[config.mk]
export PLATFORM = sky130hd
export DESIGN_NAME = exception_sequencer
export DESIGN_NICKNAME = d
export VERILOG_FILES = /design/src/rtl/exception_sequencer_pkg.sv /design/src/rtl/exception_sequencer.sv
export SDC_FILE = /design/constraint.sdc
export NUM_CORES = 1
export LEC_CHECK = 0
export CAP_MARGIN = 10
export CELL_PAD_IN_SITES_DETAIL_PLACEMENT = 0
export CELL_PAD_IN_SITES_GLOBAL_PLACEMENT = 1
export CORE_MARGIN = 4
export CORE_UTILIZATION = 27
export DETAILED_ROUTE_END_ITERATION = 6
export PLACE_DENSITY = 0.8
export SLEW_MARGIN = 20
export SYNTH_ARGS = -nofsm -noshare
export SYNTH_HDL_FRONTEND = slang
export SYNTH_SLANG_ARGS = --single-unit
[constraint.sdc]
create_clock -name i_clk -period 2.4 [get_ports i_clk]
set_input_delay 0.24 -clock i_clk [delete_from_list [all_inputs] [get_ports i_clk]]
set_output_delay 0.24 -clock i_clk [all_outputs]
set_load 0.005 [all_outputs]
[src/rtl/exception_sequencer_pkg.sv]
// Shared types and constants for the exception sequencer: FSM state encoding,
// cause codes, default vector table base and the cause priority encoder.
package exception_sequencer_pkg;

  typedef enum logic [2:0] {
    StIdle = 3'd0,
    StSave = 3'd1,
    StWait = 3'd2,
    StLoad = 3'd3,
    StDone = 3'd4
  } state_e;

  typedef enum logic [1:0] {
    CauseNone   = 2'b00,
    CauseOpcode = 2'b01,
    CauseOvf    = 2'b10,
    CauseDiv0   = 2'b11
  } cause_e;

  // Byte address of the opcode vector; ovf and div0 follow at +1 and +2.
  localparam int unsigned VEC_BASE_DEFAULT = 253;

  // Priority opcode > ovf > div0; lower-priority requests are dropped.
  function automatic logic [1:0] pick_cause(input logic opcode, input logic ovf,
                                            input logic div0);
    logic [1:0] c;
    c = CauseNone;
    if (opcode)    c = CauseOpcode;
    else if (ovf)  c = CauseOvf;
    else if (div0) c = CauseDiv0;
    return c;
  endfunction

endpackage

[src/rtl/exception_sequencer.sv]
// Exception sequencer for the multicycle MIPS datapath: on an exception
// request it saves EPC, reads the handler byte from the vector table and
// steers the PC-source mux so the next PC write takes the vector value.
module exception_sequencer
  import exception_sequencer_pkg::*;
#(
  parameter int unsigned MEM_LAT  = 1,
  parameter int unsigned VEC_BASE = VEC_BASE_DEFAULT
) (
  input  logic        i_clk,
  input  logic        i_reset,      // active-low, asynchronous
  input  logic        i_exc_opcode,
  input  logic        i_exc_ovf,
  input  logic        i_exc_div0,
  input  logic [31:0] i_pc_in,
  input  logic [31:0] i_mem_rdata,
  output logic [31:0] o_mem_addr,
  output logic        o_mem_rd,
  output logic [31:0] o_epc_out,
  output logic        o_epc_write,
  output logic [31:0] o_vec_out,
  output logic        o_ex_sel,
  output logic        o_pc_write,
  output logic [1:0]  o_cause,
  output logic        o_busy
);

  // Counter preload: WAIT lasts MEM_LAT cycles, leaving when it reads 0.
  localparam logic [1:0] WaitLoad = 2'(MEM_LAT - 1);

  state_e      r_state;
  logic [1:0]  r_wait_cnt;
  logic [31:0] r_mem_addr;
  logic        r_mem_rd;
  logic [31:0] r_epc_out;
  logic        r_epc_write;
  logic [31:0] r_vec_out;
  logic        r_ex_sel;
  logic        r_pc_write;
  logic [1:0]  r_cause;
  logic        r_busy;

  logic        w_req;
  logic [1:0]  w_cause;
  logic        w_unused_rdata;

  // Request detection and priority selection.
  always_comb begin
    w_req   = i_exc_opcode | i_exc_ovf | i_exc_div0;
    w_cause = pick_cause(i_exc_opcode, i_exc_ovf, i_exc_div0);
  end

  // Only the low byte of the vector entry is used.
  assign w_unused_rdata = ^i_mem_rdata[31:8];

  // Sequencer FSM with registered outputs.
  always_ff @(posedge i_clk or negedge i_reset) begin
    if (!i_reset) begin
      r_state     <= StIdle;
      r_wait_cnt  <= 2'd0;
      r_mem_addr  <= 32'd0;
      r_mem_rd    <= 1'b0;
      r_epc_out   <= 32'd0;
      r_epc_write <= 1'b0;
      r_vec_out   <= 32'd0;
      r_ex_sel    <= 1'b0;
      r_pc_write  <= 1'b0;
      r_cause     <= CauseNone;
      r_busy      <= 1'b0;
    end else begin
      // Write enables are single-cycle pulses unless re-asserted below.
      r_epc_write <= 1'b0;
      r_pc_write  <= 1'b0;
      unique case (r_state)
        StIdle: begin
          if (w_req) begin
            r_cause     <= w_cause;
            r_epc_out   <= i_pc_in - 32'd4;
            r_mem_addr  <= 32'(VEC_BASE) + {30'd0, w_cause} - 32'd1;
            r_mem_rd    <= 1'b1;
            r_epc_write <= 1'b1;
            r_busy      <= 1'b1;
            r_state     <= StSave;
          end
        end
        StSave: begin
          r_wait_cnt <= WaitLoad;
          r_state    <= StWait;
        end
        StWait: begin
          if (r_wait_cnt == 2'd0) begin
            r_mem_rd   <= 1'b0;
            r_vec_out  <= {24'd0, i_mem_rdata[7:0]};
            r_ex_sel   <= 1'b1;
            r_pc_write <= 1'b1;
            r_state    <= StLoad;
          end else begin
            r_wait_cnt <= r_wait_cnt - 2'd1;
          end
        end
        StLoad: begin
          r_ex_sel <= 1'b0;
          r_busy   <= 1'b0;
          r_state  <= StDone;
        end
        StDone: begin
          r_state <= StIdle;
        end
        default: begin
          r_state <= StIdle;
        end
      endcase
    end
  end

  assign o_mem_addr  = r_mem_addr;
  assign o_mem_rd    = r_mem_rd;
  assign o_epc_out   = r_epc_out;
  assign o_epc_write = r_epc_write;
  assign o_vec_out   = r_vec_out;
  assign o_ex_sel    = r_ex_sel;
  assign o_pc_write  = r_pc_write;
  assign o_cause     = r_cause;
  assign o_busy      = r_busy;

endmodule

==> results_dict.tcl <==
set metrics [dict create \
    rows 38 \
    gp_congestion 0.816 \
    finalSetupViolCount 0 \
    r2r_start "r_state[0]" \
    hold_path_class "input port to flip-flop" \
    cp_max_fo 13 \
    port_buffers 99 \
    clk_latency_ns 0.31 \
    syn_inst 321 \
    place_hpwl_mm 6.34 \
    num_vias 2622 \
    whs_path_depth 2 \
    cts_sinks 53 \
    final_cell_mix "clkdlybuf4s50_1 (96), dfrtp_1 (53), conb_1 (48), buf_4 (36)" \
    timing.rr.end "o_epc_out[27]" \
    initial_utilization 0.277 \
    period_minus_slack_ns 2.27 \
    end_kind "flip-flop" \
    core_area_um2 10800 \
    async_reset_ff_frac 1.00 \
    worstPathCellList "clkdlybuf4s50_1 -> or4_4 -> or4_1 -> buf_6 -> or4b_1 -> a31oi_1" \
    dr.pass1.iters 4 \
    first_iter_violations 112 \
    synth_warnings 0 \
    r2r_slack_ns 0.40 \
    max_freq_ghz 0.441 \
    drc_errors 0 \
    timing.final.hold_violations 0 \
    worst-r2r-cell-count 6 \
    path_class "input port to flip-flop" \
    wl_mm 8.09 \
    die_x_um 113 \
    synth_area_leaders "dfrtp_1 (44%), buf_4 (14%), a31oi_1 (4.0%)" \
    syn2layout_area_growth_pct 42.1 \
    multi_input_area_um2 1360 \
    io_pins 172 \
    drv_cap 0 \
    post_drt_wl_per_cell_um 13.9 \
    tightest_slew_ns 0.713 \
    power.internal_w 0.00268 \
    drive_above_1_share 0.140 \
    h-tree-depth 2 \
    syn_area_um2 3000 \
    cp-start-kind "input port" \
    grt_overflow 0 \
    required_ns 2.64 \
    fp.dieH_um 113 \
    dieArea_um2 12900 \
    yosysTopAreaCell "dfrtp_1" \
    final-seq-area_um2 1330 \
    seqPwrFrac 0.390 \
    cp_slowest_stage_delay_ns 0.51 \
    syn_area_per_cell_um2 9.35 \
    slew_viol_final 0 \
    dp.cells 574 \
    cts_tree "done" \
    synth_edf_count 0 \
    layout.cells.most_common "clkdlybuf4s50_1" \
    crit_arrival_ns 2.51 \
    grt_first_pass_wirelength_mm 12.6 \
    grt_use_total 0.122 \
    finalNetCount 513 \
    stdcell_count 583 \
    leakagePower_nw 1.77 \
    seq_area_frac_synth 0.442 \
    final.period_utilization 0.944 \
    clockRootBuffer "clkbuf_8" \
    comb_power_share 0.478 \
    synth_ff_type "dfrtp_1" \
    synth_seq_cells 53 \
    fillCellCount 1102 \
    power_w 0.00407 \
    status "complete, no violations" \
    numCtsBuffers 5 \
    p_clk_frac 0.132 \
    antenna_cells 0 \
    ant_nets 0 \
    vias_per_cell 4.50 \
    p_sw_w 0.00138 \
    netlist.area_leader.share 0.442 \
    min_from "i_pc_in[2]" \
    finalSetupTns_ns 0 \
    finalClockSkew_ns 0.00981 \
    powerDensity_nw_per_um2 953 \
    grt_antenna_before_repair 0 \
    relSlewSlack 0.524 \
    grt_max_degree 46 \
    rsz0062_at_grt "no" \
    clk_pin_slew_worst_paths_ns 0.11 \
    synth.distinct_cells 40 \
    p_sw_frac 0.341 \
    peakVddDrop_mv 0.435 \
    grt_pass1_vias 2506 \
    slowest_stage "or4_4" \
    hold_path_end "o_epc_out[2]" \
    clockBufferDepth 2 \
]
synthesized netlist by cell type, drive strengths merged (2+ instances only):
library cell / n
buf: 60
o31ai: 12
nand2b: 3
or4b: 3
nor4: 7
a22o: 2
nand3: 3
a21o: 2
a21oi: 3
dfrtp: 53
nor3: 4
or3: 8
nand2: 27
inv: 8
or2: 4
nor2: 27
ha: 2
a31oi: 19
xnor2: 6
o21ai: 15
clkbuf: 10
mux2: 8
or4: 15
xor2: 3
o41ai: 4
nand4: 5
cell families (layout without fill, tap and decap cells):
family / after synthesis / in the layout / share of synthesized area
simple gates: 108 / 108 / 0.188
buf+inv: 78 / 153 / 0.167
compound gates: 61 / 61 / 0.133
flops: 53 / 53 / 0.442
xor+xnor: 9 / 9 / 0.0263
mux: 9 / 9 / 0.0334
fa+ha+maj: 2 / 2 / 0.00834
other cells: 1 / 48 / 0.00125
metal layers:
metal | up-vias | GRT usage | part of all wire
met3 | 8 | 0.0318 | 0.091
met4 | 0 | 0.0280 | 0.011
li1 | 1288 | - | -
met2 | 121 | 0.202 | 0.47
met5 | - | 0 | 0
met1 | 1205 | 0.161 | 0.42
cell type report:
class                   count  area share
clock inverters             3     0.00587
flip-flops and latches     53       0.311
well taps                 140      0.0411
clock buffers               5      0.0161
inverters                   8     0.00704
repair buffers            137       0.301
multi-input cells         237       0.318
worst max-delay path: cells and delay by family:
| family | cells | cell delay [ns] |
|---|---|---|
| compound gates | 1 | 0.18 |
| simple gates | 3 | 1.48 |
| buf+inv | 2 | 0.60 |
stage by stage:
| step | area [um2] | utilization | hold WS (ns) | setup WS (ns) |
|---|---|---|---|---|
| 2_1_floorplan | 3180 | - | -0.0556 | 0.216 |
| 3_3_place_gp | 4150 | 0.383 | 0.212 | -0.271 |
| 3_5_place_dp | 4150 | 0.383 | 0.217 | -0.309 |
| 4_1_cts | 4250 | 0.392 | 0.410 | 0.0267 |
| 5_1_grt | 4260 | 0.393 | 0.225 | 0.0562 |
| 6_report | 4260 | 0.393 | 0.254 | 0.134 |
power groups by stage:
stage	Clock (W)	Sequential [W]	Combinational (W)
after floorplan	0	0.00157	0.000889
after CTS	0.000562	0.00159	0.00199
after global routing	0.000592	0.00165	0.00218
final	0.000538	0.00159	0.00194
after global placement	0	0.00159	0.00195
after detailed placement	0	0.00161	0.00198
how the worst max path moves through the flow:
| stage | startpoint | end | cells after the start |
|---|---|---|---|
| 3_3_place_gp | i_pc_in[2] | o_epc_out[25] | 7 |
| 3_5_place_dp | i_pc_in[2] | o_epc_out[29] | 6 |
| 4_1_cts | i_pc_in[2] | o_epc_out[29] | 6 |
| 6_report | i_pc_in[5] | o_epc_out[29] | 6 |
| 5_1_grt | i_pc_in[9] | o_epc_out[31] | 6 |
| 2_1_floorplan | i_pc_in[3] | o_epc_out[31] | 6 |
sequential cells by signal, indices dropped and copies added (netlist names):
register / flops
o_mem_addr: 3
o_ex_sel: 1
r_state: 3
o_epc_out: 32
o_mem_rd: 1
o_pc_write: 1
r_wait_cnt: 2
o_vec_out: 8
o_epc_write: 1
o_busy: 1
repair_timing:
item | 4_1_cts | 5_1_grt
endpoints found under the hold margin | 17 | 0
setup buffers | 0 | 0
endpoints found under the setup margin | 0 | 4
hold buffers | 1 | 0
gates resized for setup | 0 | 4
Power figures use the tool's default switching activity.
==> RTL edit 1 (same settings) <==
The 5 states of `state_e` get a Gray code encoding in 3 bits.
--- a/src/rtl/exception_sequencer_pkg.sv
+++ b/src/rtl/exception_sequencer_pkg.sv
@@ -4,9 +4,9 @@
 
   typedef enum logic [2:0] {
-    StIdle = 3'd0,
-    StSave = 3'd1,
-    StWait = 3'd2,
-    StLoad = 3'd3,
-    StDone = 3'd4
+    StIdle = 3'b000,
+    StSave = 3'b001,
+    StWait = 3'b011,
+    StLoad = 3'b010,
+    StDone = 3'b110
   } state_e;
 
Formal check against the unedited RTL: no difference found for any inputs over 10 cycles, from zero or initial values and one cycle with i_reset low; not proved beyond that.
==> RTL edit 1 against the original RTL <==
Count of clock-buffer cells in the layout did not move. Cell area fell by 2.7%. Cell count fell by 2.1%. Clock power fell by 4.1%. Register-to-register slack improved by 0.14 ns. Synthesized cell count did not move. Worst setup slack improved by 0.26 ns. Power fell by 3.6%. Synthesized area rose by 0.67%. Routed wire length fell by 5.5%. Sequential cell count did not move. Via count fell by 4.7%.
==> RTL edit 1: results <==
[place]
place_congestion = 0.774
pre_cts_slack_ns = 0.0756
dpl.hpwl_um = 6190

[critical_path]
slowest_delay_ns = 0.53
crit_slowest_cell = or4_1
rr_endpoint = o_epc_out[6]$_DFFE_PN0P_
worstSetupStartpoint = i_pc_in[2]
worstPathArrival_ns = 2.25

[hold_path]
min_to = o_epc_out[1]$_DFFE_PN0P_
worstHoldStart = i_pc_in[1]
hold_depth = 3

[synth]
seq_area_frac_synth_pct = 43.9
synth_mux_area_share_pct = 2.98
ys_top_cells_by_area = dfrtp_1 (44%), buf_4 (14%), nor2_1 (4.0%)
ys_types = 39
synth_xor_area_share_pct = 2.90
netlist.area_leader.share_pct = 43.9
synth_common_cells = buf_4 (55), dfrtp_1 (53), nor2_1 (32), nand2_1 (31), o21ai_0 (22)
synth-compound-area-share_pct = 10.6
synth-adder-area-share_pct = 0.829

[routing]
first_iter_violations = 87
totalWireLength_um = 7640
vias = 2498

[pwr]
ir_worst_vdd_v = 0.000426

[finish]
layout.nets = 501
drive_gt1_share_pct = 11.4
largest_register_ff_count = 32

[global_route]
grt_pass1_wl_um = 12100

[sta]
relSlewSlack_pct = 56.3
clock_skew_ns = 0.00714

[status]
status = finished, final reports clean
[RTL edit 1: cell type report]
type,instances,area (um2)
clock buffer,5,68.8
clock inverter,3,22.5
fill,1107,6740
inverter,6,22.5
multi-input combinational,246,1400
sequential,53,1330
tap,140,175
timing repair buffer,118,1130
[RTL edit 1: worst min-delay path: stages]
cell and delay [ns]:
clkdlybuf4s50_1 0.40, nand2_1 0.06, nand2_1 0.04
[RTL edit 1: timing repair]
| action | in CTS | in global routing |
|---|---|---|
| hold endpoints to repair | 26 | 0 |
| endpoints found under the setup margin | 0 | 0 |
| buffers inserted | 0 | 0 |
| hold buffers | 1 | 0 |
[RTL edit 1: cells by family (layout without fill, tap and decap cells)]
group                    Yosys count  after routing
multiplexers                       8              8
adder cells (fa/ha/maj)            2              2
AND/OR/NAND/NOR                  124            124
flip-flops                        53             53
other                              1             48
XOR/XNOR                          10             10
AO/OA/AOI/OAI                     54             54
buffers and inverters             69            132
[RTL edit 1: per-layer routing]
| layer | share of wire, % | vias up | wire, um | GRT usage (%) |
|---|---|---|---|---|
| met4 | 0.51 | 0 | 39 | 1.92 |
| met3 | 8.8 | 3 | 675 | 3.66 |
| met5 | 0 | - | 0 | 0 |
| met1 | 44 | 1156 | 3330 | 15.6 |
| met2 | 47 | 102 | 3600 | 19.0 |
| li1 | - | 1237 | - | - |
[RTL edit 1: where the power goes]
part | internal [mW] | leakage, nW | switching (mW)
logic | 1.09 | 1.03 | 0.755
registers | 1.31 | 0.625 | 0.245
clock network | 0.205 | 0.0364 | 0.311
total | 2.61 | 1.69 | 1.31
[RTL edit 1: worst max path at each step]
| stage | to | slack [ns] | depth (start not counted) |
|---|---|---|---|
| floorplan | o_epc_out[24]$_DFFE_PN0P_ | 0.72 | 6 |
| global route | o_epc_out[31]$_DFFE_PN0P_ | 0.25 | 5 |
| CTS | o_epc_out[31]$_DFFE_PN0P_ | 0.40 | 5 |
| global placement | o_epc_out[31]$_DFFE_PN0P_ | 0.1 | 5 |
| finish | o_epc_out[24]$_DFFE_PN0P_ | 0.39 | 7 |
| detailed placement | o_epc_out[31]$_DFFE_PN0P_ | 0.08 | 5 |
[RTL edit 1: through the flow]
stage | cells | area [um2] | hold WS [ns]
6_report | 571 | 4150 | 0.455
5_1_grt | 571 | 4150 | 0.472
4_1_cts | 571 | 4150 | 0.443
3_5_place_dp | 562 | 4050 | 0.307
3_3_place_gp | 562 | 4050 | 0.302
2_1_floorplan | 368 | 3200 | -0.0556
==> RTL edit 2 (same flow settings) <==
Without the edit above. Reset style: synchronous (`i_reset`), changed in one clocked block. Comments in the files are not updated.
--- a/src/rtl/exception_sequencer.sv
+++ b/src/rtl/exception_sequencer.sv
@@ -55,5 +55,5 @@
 
   // Sequencer FSM with registered outputs.
-  always_ff @(posedge i_clk or negedge i_reset) begin
+  always_ff @(posedge i_clk) begin
     if (!i_reset) begin
       r_state     <= StIdle;
Formal check against the unedited RTL: differs if i_reset is asserted again (counterexample within 4 cycles, from zero or initial values and one cycle with i_reset low); with i_reset held inactive, the same outputs for 10 cycles.
==> RTL edit 2 against the original RTL <==
Critical path type unchanged. Cell area decreased by 3.3%. Sequential cell count unchanged. Power decreased by 13%. Hold slack improved by 0.21 ns. First-iteration DRC count increased by 24%. Worst setup slack improved by 0.080 ns. Maximum frequency increased by 3.6%. Routed wire length increased by 5.1%. Die area decreased by 1.5%. Synthesized area decreased by 1.6%. Combinational power decreased by 15%.
==> RTL edit 2: results <==
[status]
status = finished, final reports clean

[global_route]
grt_pass1_vias = 2699
track_usage_pct = 12.9
grt_max_degree = 33
grt_pass1_wl_um = 13500

[hold_path]
hold_class = flop to flop

[cts]
post-cts-setup-buffers = 0
cts_resized = 0
clockRootBuffer = clkbuf_8

[critical_path]
crit_slowest_cell = or4_1
cp_max_fo = 5
worstPathArrival_ns = 2.45
slowest_delay_ns = 0.63

[routing]
vias = 2907
post_drt_wl_per_cell_um = 13.8
totalWireLength_um = 8500
first_iter_violations = 139

[place]
dp.cells = 607
place_congestion = 0.843
dpl_cell_area_mm2 = 0.00403
dpl.hpwl_um = 6610
port_buffers = 99

[finish]
largest_register_ff_count = 32
drive_gt1_share_pct = 10.0
antenna_cells = 0
layout.nets = 549

[synth]
netlist_instances = 370
synth_common_cells = buf_4 (55), dfxtp_1 (53), nand2_1 (29), nor2_1 (27), o21ai_0 (26)
ys_types = 46
synthArstFlopShare_pct = 0
ys.flop_type = dfxtp_1
seq_area_frac_synth_pct = 35.9
ys.warnings.count = 0
ys_top_cells_by_area = dfxtp_1 (36%), buf_4 (14%), o21ai_0 (4.4%)

[pwr]
switching_share_pct = 35.7
ir_worst_vdd_v = 0.000329
leakage_nw = 1.54

[sta]
relSlewSlack_pct = 66.1
clock_skew_ns = 0.0187
-- RTL edit 2: worst paths after layout --
check	startpoint	to	slack (ns)	depth (start not counted)
worst max-delay path	i_pc_in[23]	o_epc_out[29]$_SDFFE_PN0P_	0.21	5
worst min-delay path	o_vec_out[7]$_SDFFE_PN0P_	o_vec_out[7]$_SDFFE_PN0P_	0.46	2
worst max register to register	r_state[1]$_SDFFE_PN0P_	o_epc_out[5]$_SDFFE_PN0P_	0.43	5
worst min register to register	o_vec_out[7]$_SDFFE_PN0P_	o_vec_out[7]$_SDFFE_PN0P_	0.46	2
-- RTL edit 2: power by group through the flow --
stage / clock (mW) / sequential, mW / combinational, mW
final: 0.542 / 1.33 / 1.65
after global routing: 0.584 / 1.37 / 1.82
after CTS: 0.556 / 1.33 / 1.67
after detailed placement: 0 / 1.35 / 1.66
after global placement: 0 / 1.34 / 1.64
after floorplan: 0 / 1.34 / 0.821
-- RTL edit 2: routing by layer --
layer / global-route usage (%) / part of all wire, % / up-vias
li1: - / - / 1441
met3: 3.88 / 9.0 / 10
met1: 15.8 / 42 / 1338
met5: 0 / 0 / -
met2: 21.6 / 47 / 118
met4: 3.77 / 1.4 / 0
-- RTL edit 2: final cells by class --
| type | count | area [um2] |
|---|---|---|
| well taps | 136 | 170 |
| repair buffers | 132 | 1250 |
| flip-flops and latches | 53 | 1060 |
| fillers | 1094 | 6380 |
| multi-input cells | 277 | 1510 |
| clock inverters | 3 | 25.0 |
| inverters | 9 | 33.8 |
| clock buffers | 5 | 68.8 |
-- RTL edit 2: per-stage QoR --
stage	total power [mW]	hold slack, ns	util, %	worst slack [ns]
floorplan	2.16	0.336	-	0.327
global placement	2.99	0.441	38.3	-0.0341
detailed placement	3.01	0.446	38.3	-0.105
CTS	3.56	0.458	39.2	0.238
global route	3.78	0.484	39.2	0.107
finish	3.52	0.459	39.2	0.213
-- RTL edit 2: worst min-delay path: stages (launching register included) --
cell and delay, ns:
dfxtp_1 0.32, nand2_1 0.05, a21oi_1 0.05
-- RTL edit 2: logic make-up (layout without fill, tap and decap cells) --
logic type      after synthesis  count (layout)  share of synthesized area (%)
simple gates                133             133                           23.7
buf+inv                      87             149                           19.0
compound gates               86              86                           18.0
flops                        53              53                           35.9
xor+xnor                      8               8                           2.37
fa+ha+maj                     2               2                          0.847
other cells                   1              48                          0.127
